--- src/rtl/ps2_rx_fifo.sv ---
// ps2_rx_fifo: PS/2 device-to-host receiver with an input synchroniser.
// It checks odd parity and the stop bit, runs a frame watchdog, and
// buffers good frames in a first-word-fall-through FIFO so software
// can drain several scan codes per poll.
//
// Build option: PS2_RX_PARITY_EN
//   defined   -> odd parity is enforced; frames with bad parity are
//                dropped and reported on parity_err.
//   undefined -> the parity bit is shifted in but ignored; parity_err
//                stays 0 and any frame with stop=1 is pushed.
module ps2_rx_fifo #(
    parameter int DATA_W         = 8,
    parameter int FIFO_DEPTH     = 8,
    parameter int SYNC_STAGES    = 2,
    parameter int TIMEOUT_CYCLES = 50000
) (
    input  logic                              clk,
    input  logic                              rst,
    input  logic                              clk_ps2,
    input  logic                              bus_in,
    input  logic                              rd_en,
    output logic [DATA_W-1:0]                 bus_out,
    output logic                              valid,
    output logic [$clog2(FIFO_DEPTH+1)-1:0]   count,
    output logic                              parity_err,
    output logic                              frame_err,
    output logic                              overflow
);

    localparam int CNT_W = $clog2(FIFO_DEPTH + 1);
    localparam int PTR_W = $clog2(FIFO_DEPTH);
    localparam int BIT_W = (DATA_W > 1) ? $clog2(DATA_W) : 1;
    localparam int WD_W  = $clog2(TIMEOUT_CYCLES + 1);

    localparam logic [BIT_W-1:0] BIT_LAST = BIT_W'(DATA_W - 1);
    localparam logic [WD_W-1:0]  WD_LAST  = WD_W'(TIMEOUT_CYCLES - 1);
    localparam logic [PTR_W-1:0] PTR_LAST = PTR_W'(FIFO_DEPTH - 1);
    localparam logic [CNT_W-1:0] CNT_FULL = CNT_W'(FIFO_DEPTH);

    typedef enum logic [1:0] {
        S_IDLE,
        S_DATA,
        S_PARITY,
        S_STOP
    } state_t;

    // ------------------------------------------------------------------
    // Pin synchronisers and falling-edge detect
    // ------------------------------------------------------------------
    logic [SYNC_STAGES-1:0] clk_sync;
    logic [SYNC_STAGES-1:0] dat_sync;
    logic                   clk_prev;
    logic                   ps2_clk_s;
    logic                   ps2_dat_s;
    logic                   fe;

    assign ps2_clk_s = clk_sync[SYNC_STAGES-1];
    assign ps2_dat_s = dat_sync[SYNC_STAGES-1];
    assign fe        = clk_prev & ~ps2_clk_s;

    // Shift both pins through the synchroniser chain; idle bus level is 1.
    // NOTE: every register below is assigned with <= so all flops sample
    // the pre-edge values; a blocking = here would collapse the chain.
    always_ff @(posedge clk) begin
        if (rst) begin
            clk_sync <= '1;
            dat_sync <= '1;
            clk_prev <= 1'b1;
        end else begin
            clk_sync <= {clk_sync[SYNC_STAGES-2:0], clk_ps2};
            dat_sync <= {dat_sync[SYNC_STAGES-2:0], bus_in};
            clk_prev <= ps2_clk_s;
        end
    end

    // ------------------------------------------------------------------
    // Frame receiver FSM with watchdog
    // ------------------------------------------------------------------
    state_t              state;
    logic [BIT_W-1:0]    bit_cnt;
    logic [DATA_W-1:0]   shift_reg;
    logic [WD_W-1:0]     wd_cnt;
    logic                push_req;
    logic [DATA_W-1:0]   push_data;
    logic                parity_ok;

`ifdef PS2_RX_PARITY_EN
    logic                par_bit;
    // Odd parity: data bits plus parity bit must hold an odd number of ones.
    assign parity_ok = ^{shift_reg, par_bit};
`else
    assign parity_ok = 1'b1;
`endif

    // Walk start/data/parity/stop on each PS/2 falling edge; the watchdog
    // aborts a frame whose clock stalls, and a completed frame either
    // raises one error pulse or requests a FIFO push.
    always_ff @(posedge clk) begin
        if (rst) begin
            state      <= S_IDLE;
            bit_cnt    <= '0;
            shift_reg  <= '0;
            wd_cnt     <= '0;
            push_req   <= 1'b0;
            push_data  <= '0;
            parity_err <= 1'b0;
            frame_err  <= 1'b0;
`ifdef PS2_RX_PARITY_EN
            par_bit    <= 1'b0;
`endif
        end else begin
            push_req   <= 1'b0;
            parity_err <= 1'b0;
            frame_err  <= 1'b0;

            if (state == S_IDLE || fe) begin
                wd_cnt <= '0;
            end else begin
                wd_cnt <= wd_cnt + 1'b1;
            end

            if (fe) begin
                case (state)
                    S_IDLE: begin
                        if (!ps2_dat_s) begin
                            state   <= S_DATA;
                            bit_cnt <= '0;
                        end
                    end
                    S_DATA: begin
                        // LSB arrives first, so shifting right leaves bit 0
                        // in position 0 after DATA_W samples.
                        shift_reg <= {ps2_dat_s, shift_reg[DATA_W-1:1]};
                        if (bit_cnt == BIT_LAST) begin
                            state <= S_PARITY;
                        end else begin
                            bit_cnt <= bit_cnt + 1'b1;
                        end
                    end
                    S_PARITY: begin
`ifdef PS2_RX_PARITY_EN
                        par_bit <= ps2_dat_s;
`endif
                        state <= S_STOP;
                    end
                    S_STOP: begin
                        state <= S_IDLE;
                        if (!parity_ok) begin
                            parity_err <= 1'b1;
                        end else if (!ps2_dat_s) begin
                            frame_err <= 1'b1;
                        end else begin
                            push_req  <= 1'b1;
                            push_data <= shift_reg;
                        end
                    end
                    default: state <= S_IDLE;
                endcase
            end else if (state != S_IDLE && wd_cnt == WD_LAST) begin
                frame_err <= 1'b1;
                state     <= S_IDLE;
            end
        end
    end

    // ------------------------------------------------------------------
    // First-word-fall-through FIFO
    // ------------------------------------------------------------------
    logic [DATA_W-1:0] mem [FIFO_DEPTH];
    logic [PTR_W-1:0]  wr_ptr;
    logic [PTR_W-1:0]  rd_ptr;
    logic [CNT_W-1:0]  cnt_q;
    logic              full;
    logic              pop;
    logic              wr_ok;

    function automatic logic [PTR_W-1:0] ptr_next(input logic [PTR_W-1:0] p);
        return (p == PTR_LAST) ? '0 : p + 1'b1;
    endfunction

    // Decide this cycle's pop and write; a pop frees a slot for a same-cycle
    // push, so a full FIFO still accepts the frame when it is being read.
    // NOTE: each output gets a default on entry so no path can leave it
    // unassigned, which is what keeps this block free of latches.
    always_comb begin
        full  = 1'b0;
        pop   = 1'b0;
        wr_ok = 1'b0;
        full  = (cnt_q == CNT_FULL);
        pop   = rd_en && (cnt_q != '0);
        wr_ok = push_req && (!full || pop);
    end

    // Storage array is written only on accepted pushes.
    // NOTE: the data array is deliberately not reset; the pointers and count
    // define which entries are meaningful, and bus_out masks stale contents.
    always_ff @(posedge clk) begin
        if (wr_ok) begin
            mem[wr_ptr] <= push_data;
        end
    end

    // Advance pointers, track occupancy and flag frames lost to a full FIFO.
    always_ff @(posedge clk) begin
        if (rst) begin
            wr_ptr   <= '0;
            rd_ptr   <= '0;
            cnt_q    <= '0;
            overflow <= 1'b0;
        end else begin
            overflow <= push_req && full && !pop;
            if (wr_ok) begin
                wr_ptr <= ptr_next(wr_ptr);
            end
            if (pop) begin
                rd_ptr <= ptr_next(rd_ptr);
            end
            case ({wr_ok, pop})
                2'b10:   cnt_q <= cnt_q + 1'b1;
                2'b01:   cnt_q <= cnt_q - 1'b1;
                default: cnt_q <= cnt_q;
            endcase
        end
    end

    assign valid   = (cnt_q != '0);
    assign count   = cnt_q;
    assign bus_out = valid ? mem[rd_ptr] : '0;

endmodule
--- config.mk ---
export PLATFORM = sky130hd
export DESIGN_NAME = ps2_rx_fifo
export DESIGN_NICKNAME = d
export VERILOG_FILES = /design/src/rtl/ps2_rx_fifo.sv
export SDC_FILE = /design/constraint.sdc
export NUM_CORES = 1
export LEC_CHECK = 0
export BUFFER_PORTS_ARGS = -buffer_cell sky130_fd_sc_hd__buf_2
export CAP_MARGIN = 40
export CORE_UTILIZATION = 65
export DETAILED_ROUTE_END_ITERATION = 12
export GPL_TIMING_DRIVEN = 0
export PLACE_DENSITY_LB_ADDON = 0.2
export SYNTH_ARGS = -nofsm -noshare
export SYNTH_HDL_FRONTEND = slang
export SYNTH_SLANG_ARGS = --single-unit
--- constraint.sdc ---
create_clock -name clk -period 4.37 [get_ports clk]
set_clock_uncertainty 0.1 [all_clocks]
set_input_delay 0.6555 -clock clk [delete_from_list [all_inputs] [get_ports clk]]
set_output_delay 0.6555 -clock clk [all_outputs]
set_load 0.05 [all_outputs]
==> run summary <==
Ratio of cells with drive above 1 in the final layout: 20.18%. For the area enclosed by the die boundary, the log shows 8098 um2. The path class of the tightest hold or removal check is input pin to flop. Setup violations remaining at the end of the flow were counted as 0. The number of clock buffers added by TritonCTS is 17. Clock latency on the worst-skew pair, taken at its later pin, is 510 ps.

The library cell used most frequently in the layout, excluding fill and tap cells, is edfxtp_1. Destination of the worst register-to-register timing path: count[2]. Dividing the detail-routed wire length by the instance count gives 18.16 um.

The startpoint of the most critical register-to-register path is count[1]. The run gives 3272 as the number of global-route vias before repair. In this run the core area contains 31 standard-cell rows.

The initial utilization of the core area, before any placement, comes to 68.29%. Leaving out fill and tap cells, the most frequent cells in the layout are 64 x edfxtp_1, 58 x dfxtp_1, 41 x nand2_1, 34 x nor2_1, 28 x a21oi_1. The run gives 17 as the maximum number of pins on one net before global-route repair. For the utilization after layout, the log shows 79.44%. After the last flow step, the layout net total stands at 456.

The run gives 2 as the maximum clock path buffer count. The run gives 301.0 MHz as the maximum clock rate. Setup repair after global routing left no endpoint under its margin. The synthesized netlist net count was 414. The tools report the number of diodes added for antenna fixing as 0. The horizontal die dimension is 89.99 um. In the synthesized netlist the dominant register cell turns out to be edfxtp_1. Relative to the synthesized area, the layout overhead comes to 16.34%. Dividing the detail-routed via count by the number of cells gives 5.931.

The length in cells of the worst reg-to-reg path was 7. Library cell occupying the most area in the post-synthesis netlist: edfxtp_1. The detailed placer's ending HPWL is 6208 um. Final total power: 0.002777 W. Sequential cells were found to cover 61.26% of the synthesized design area.

The run gives 0 as the total global routing overflow. The simple-gate area share of the yosys netlist works out to 14.45%. The clock tree synthesis step divided the H-tree into 4 levels.

TritonCTS built the clock tree. Of the total synthesized cell area, the portion taken by XOR and XNOR cells is 1.740%. The cell sitting at the root of the clock tree is a clkbuf_8. The run gives 2570 ps as the arrival time at the worst endpoint.

The register with the most flip-flops in the final layout is mem. The time the final worst path needs with I/O delays and setup is 3322 ps. In this run, synthesis inferred 64 flip-flops with an integrated enable. The worst setup path is captured at an output port.

Dividing total power by cell area gives a power density of 474.4 nW/um2. The detailed router finished its first iteration with 201 violations. Clock-pin slew was measured on the worst setup and hold paths at 50 ps. The logs give 27.01% for the total routing usage reported by global routing and 122 for the number of sinks on the clock net.

For the total count of max-transition violations in the final report, the log shows 0. After synthesis, the share of flip-flops with an asynchronous set or reset is 0%. Buffers placed on the I/O ports in this run total 18.

The core region is 7370 um2. At the pin with the least slew margin, the transition time is 752.9 ps. The data required time at the worst endpoint came out at 3610 ps.

Post-CTS repair changed the size of 0 cells. The netlist uses 50 different library cells. After synthesis, the share of cell area in mux cells is 9.771%. The count of mapped cells out of synthesis is 396. The adder and majority cell fraction of the synthesized area was 3.232%. After synthesis, the largest area contributor takes up 38.19% of total cell area. The detail route stage leaves a number of antenna-violating nets equal to 0. Routability-driven placement finished with a final weighted congestion of 0.8163. For the number of fillers in the final layout, the log shows 422. Counting instances, the worst hold path has a depth of 2. The routed via count is 3262. The tools report the startpoint type of the worst setup path as a flop. Chip height: 89.99 um.

For this run, the number of Yosys warnings is 0. The total of max-cap violations came out at 0. In the final layout, the registers with the most flip-flops are mem x64, wd_cnt x16. The initial antenna violation count came out at 0.

The first TritonRoute pass finished after 5 iterations. The number of setup buffers added after CTS is 0. The logs give 5032 um2 for the post-synth design cell area and 21 for the number of I/O pins. The post-layout worst setup margin was 1048 ps.

The run finished with clean final reports. Along the worst path, the maximum fanout reaches 10. The number of failing hold endpoints at the final stage was 0. Critical setup path kind: flop to output port. Summed over all cells, the static leakage comes to 2.065 nW. In the post-synthesis netlist, the biggest area contributors are edfxtp_1 38%, dfxtp_1 23%, mux4_2 7.2%.

The synthesized netlist devotes 6.241% of its cell area to compound gates. The run gives 550 as the count of placed standard cells in the final layout, fillers left out. The dominant combinational cell family by area after synthesis was simple AND/OR/NAND/NOR gates. The logs give 0 ps for the setup TNS and 0 for the post-route DRC violation count.

Synthesized area per cell: 12.71 um2. The worst hold path begins at bus_in. The worst IR drop on VDD is 305.5 uV, and the number of synthesized register bits is 122. The instance count after placement with tap cells included came out at 518. The tools report the minimum setup slack among reg-to-reg paths as 1880 ps. The path with the worst hold slack has its endpoint at dat_sync[0].

Of the available clock period, the critical path in the final layout requires 76.02%. The first global-routing pass estimated 16280 um of wire. The register with the most flip-flops in the layout has 64 of them. OpenSTA, run right after detailed placement, puts the worst setup slack at 1577 ps.

The number of buffers inserted for hold repair after clock tree synthesis is 0. Total length of routed wires: 9990 um. Headroom to the max-slew limit came out at 49.62%.
-- worst max-delay path, cell delays in order, from the launching register on --
cell	delay, ps
dfxtp_1	300
buf_1	330
clkbuf_1	540
mux4_2	420
mux2i_1	160
nor2_1	70
buf_2	210
-- synthesized netlist by cell type (2+ instances only) --
master / count
edfxtp_1: 64
dfxtp_1: 58
nand2_1: 41
nor2_1: 34
a21oi_1: 28
mux4_2: 16
nand3_1: 14
ha_1: 13
mux2i_1: 12
clkbuf_1: 11
nor3_1: 8
xor2_1: 8
or2_2: 7
or3_1: 7
nand2b_1: 6
nand4_1: 6
inv_1: 5
o21ai_0: 5
and2_1: 4
a31oi_1: 3
buf_2: 3
buf_6: 3
nor4_1: 3
and4_1: 2
buf_1: 2
buf_4: 2
nand3b_1: 2
nor2b_1: 2
nor3b_1: 2
nor4b_1: 2
o32ai_1: 2
or3b_1: 2
xnor2_1: 2
-- layout make-up --
cell class / count / area (um2) / area share (%)
flip-flops and latches: 122 / 3083 / 52.66
clock buffers: 19 / 421.7 / 7.202
plain buffers: 22 / 137.6 / 2.351
repair buffers: 23 / 117.6 / 2.009
clock inverters: 13 / 152.6 / 2.607
inverters: 6 / 25.02 / 0.4274
well taps: 99 / 123.9 / 2.116
multi-input cells: 246 / 1793 / 30.63
-- logic make-up after synthesis --
family,after synthesis
simple gates,145
flops,122
compound gates,48
mux,29
buf+inv,28
fa+ha+maj,13
xor+xnor,10
other cells,1
-- metal layers --
| layer | track usage [%] | share of wire (%) | up-vias |
|---|---|---|---|
| met2 | 48.78 | 54 | 85 |
| li1 | - | - | 1534 |
| met3 | 6.007 | 4.0 | 22 |
| met1 | 30.92 | 40 | 1621 |
| met5 | 0 | 0 | - |
| met4 | 11.42 | 2.1 | 0 |
-- report_power, final --
| group | switching (W) | internal, W | total, W |
|---|---|---|---|
| clock | 0.000482 | 0.000861 | 0.00134 |
| sequential | 0.00000997 | 0.00120 | 0.00121 |
| combinational | 0.000147 | 0.0000752 | 0.000222 |
| total | 0.000639 | 0.00214 | 0.00278 |
-- stage by stage --
| step | hold WS (ps) | instance area (um2) |
|---|---|---|
| finish | 221.5 | 5854 |
| global placement | 292.9 | 5246 |
| floorplan | 289.5 | 5032 |
| global route | 215.2 | 5854 |
| detailed placement | 299.3 | 5280 |
| CTS | 208.4 | 5854 |
-- how the worst max path moves through the flow --
stage / endpoint / slack, ps / start
after global placement: mem[0][5] / 1500 / rd_en
final: bus_out[5] / 1050 / flop
after detailed placement: bus_out[5] / 1580 / flop
after global routing: bus_out[5] / 930 / flop
after floorplan: bus_out[5] / 1760 / flop
after CTS: bus_out[6] / 1010 / flop
Power figures use the tool's default switching activity.
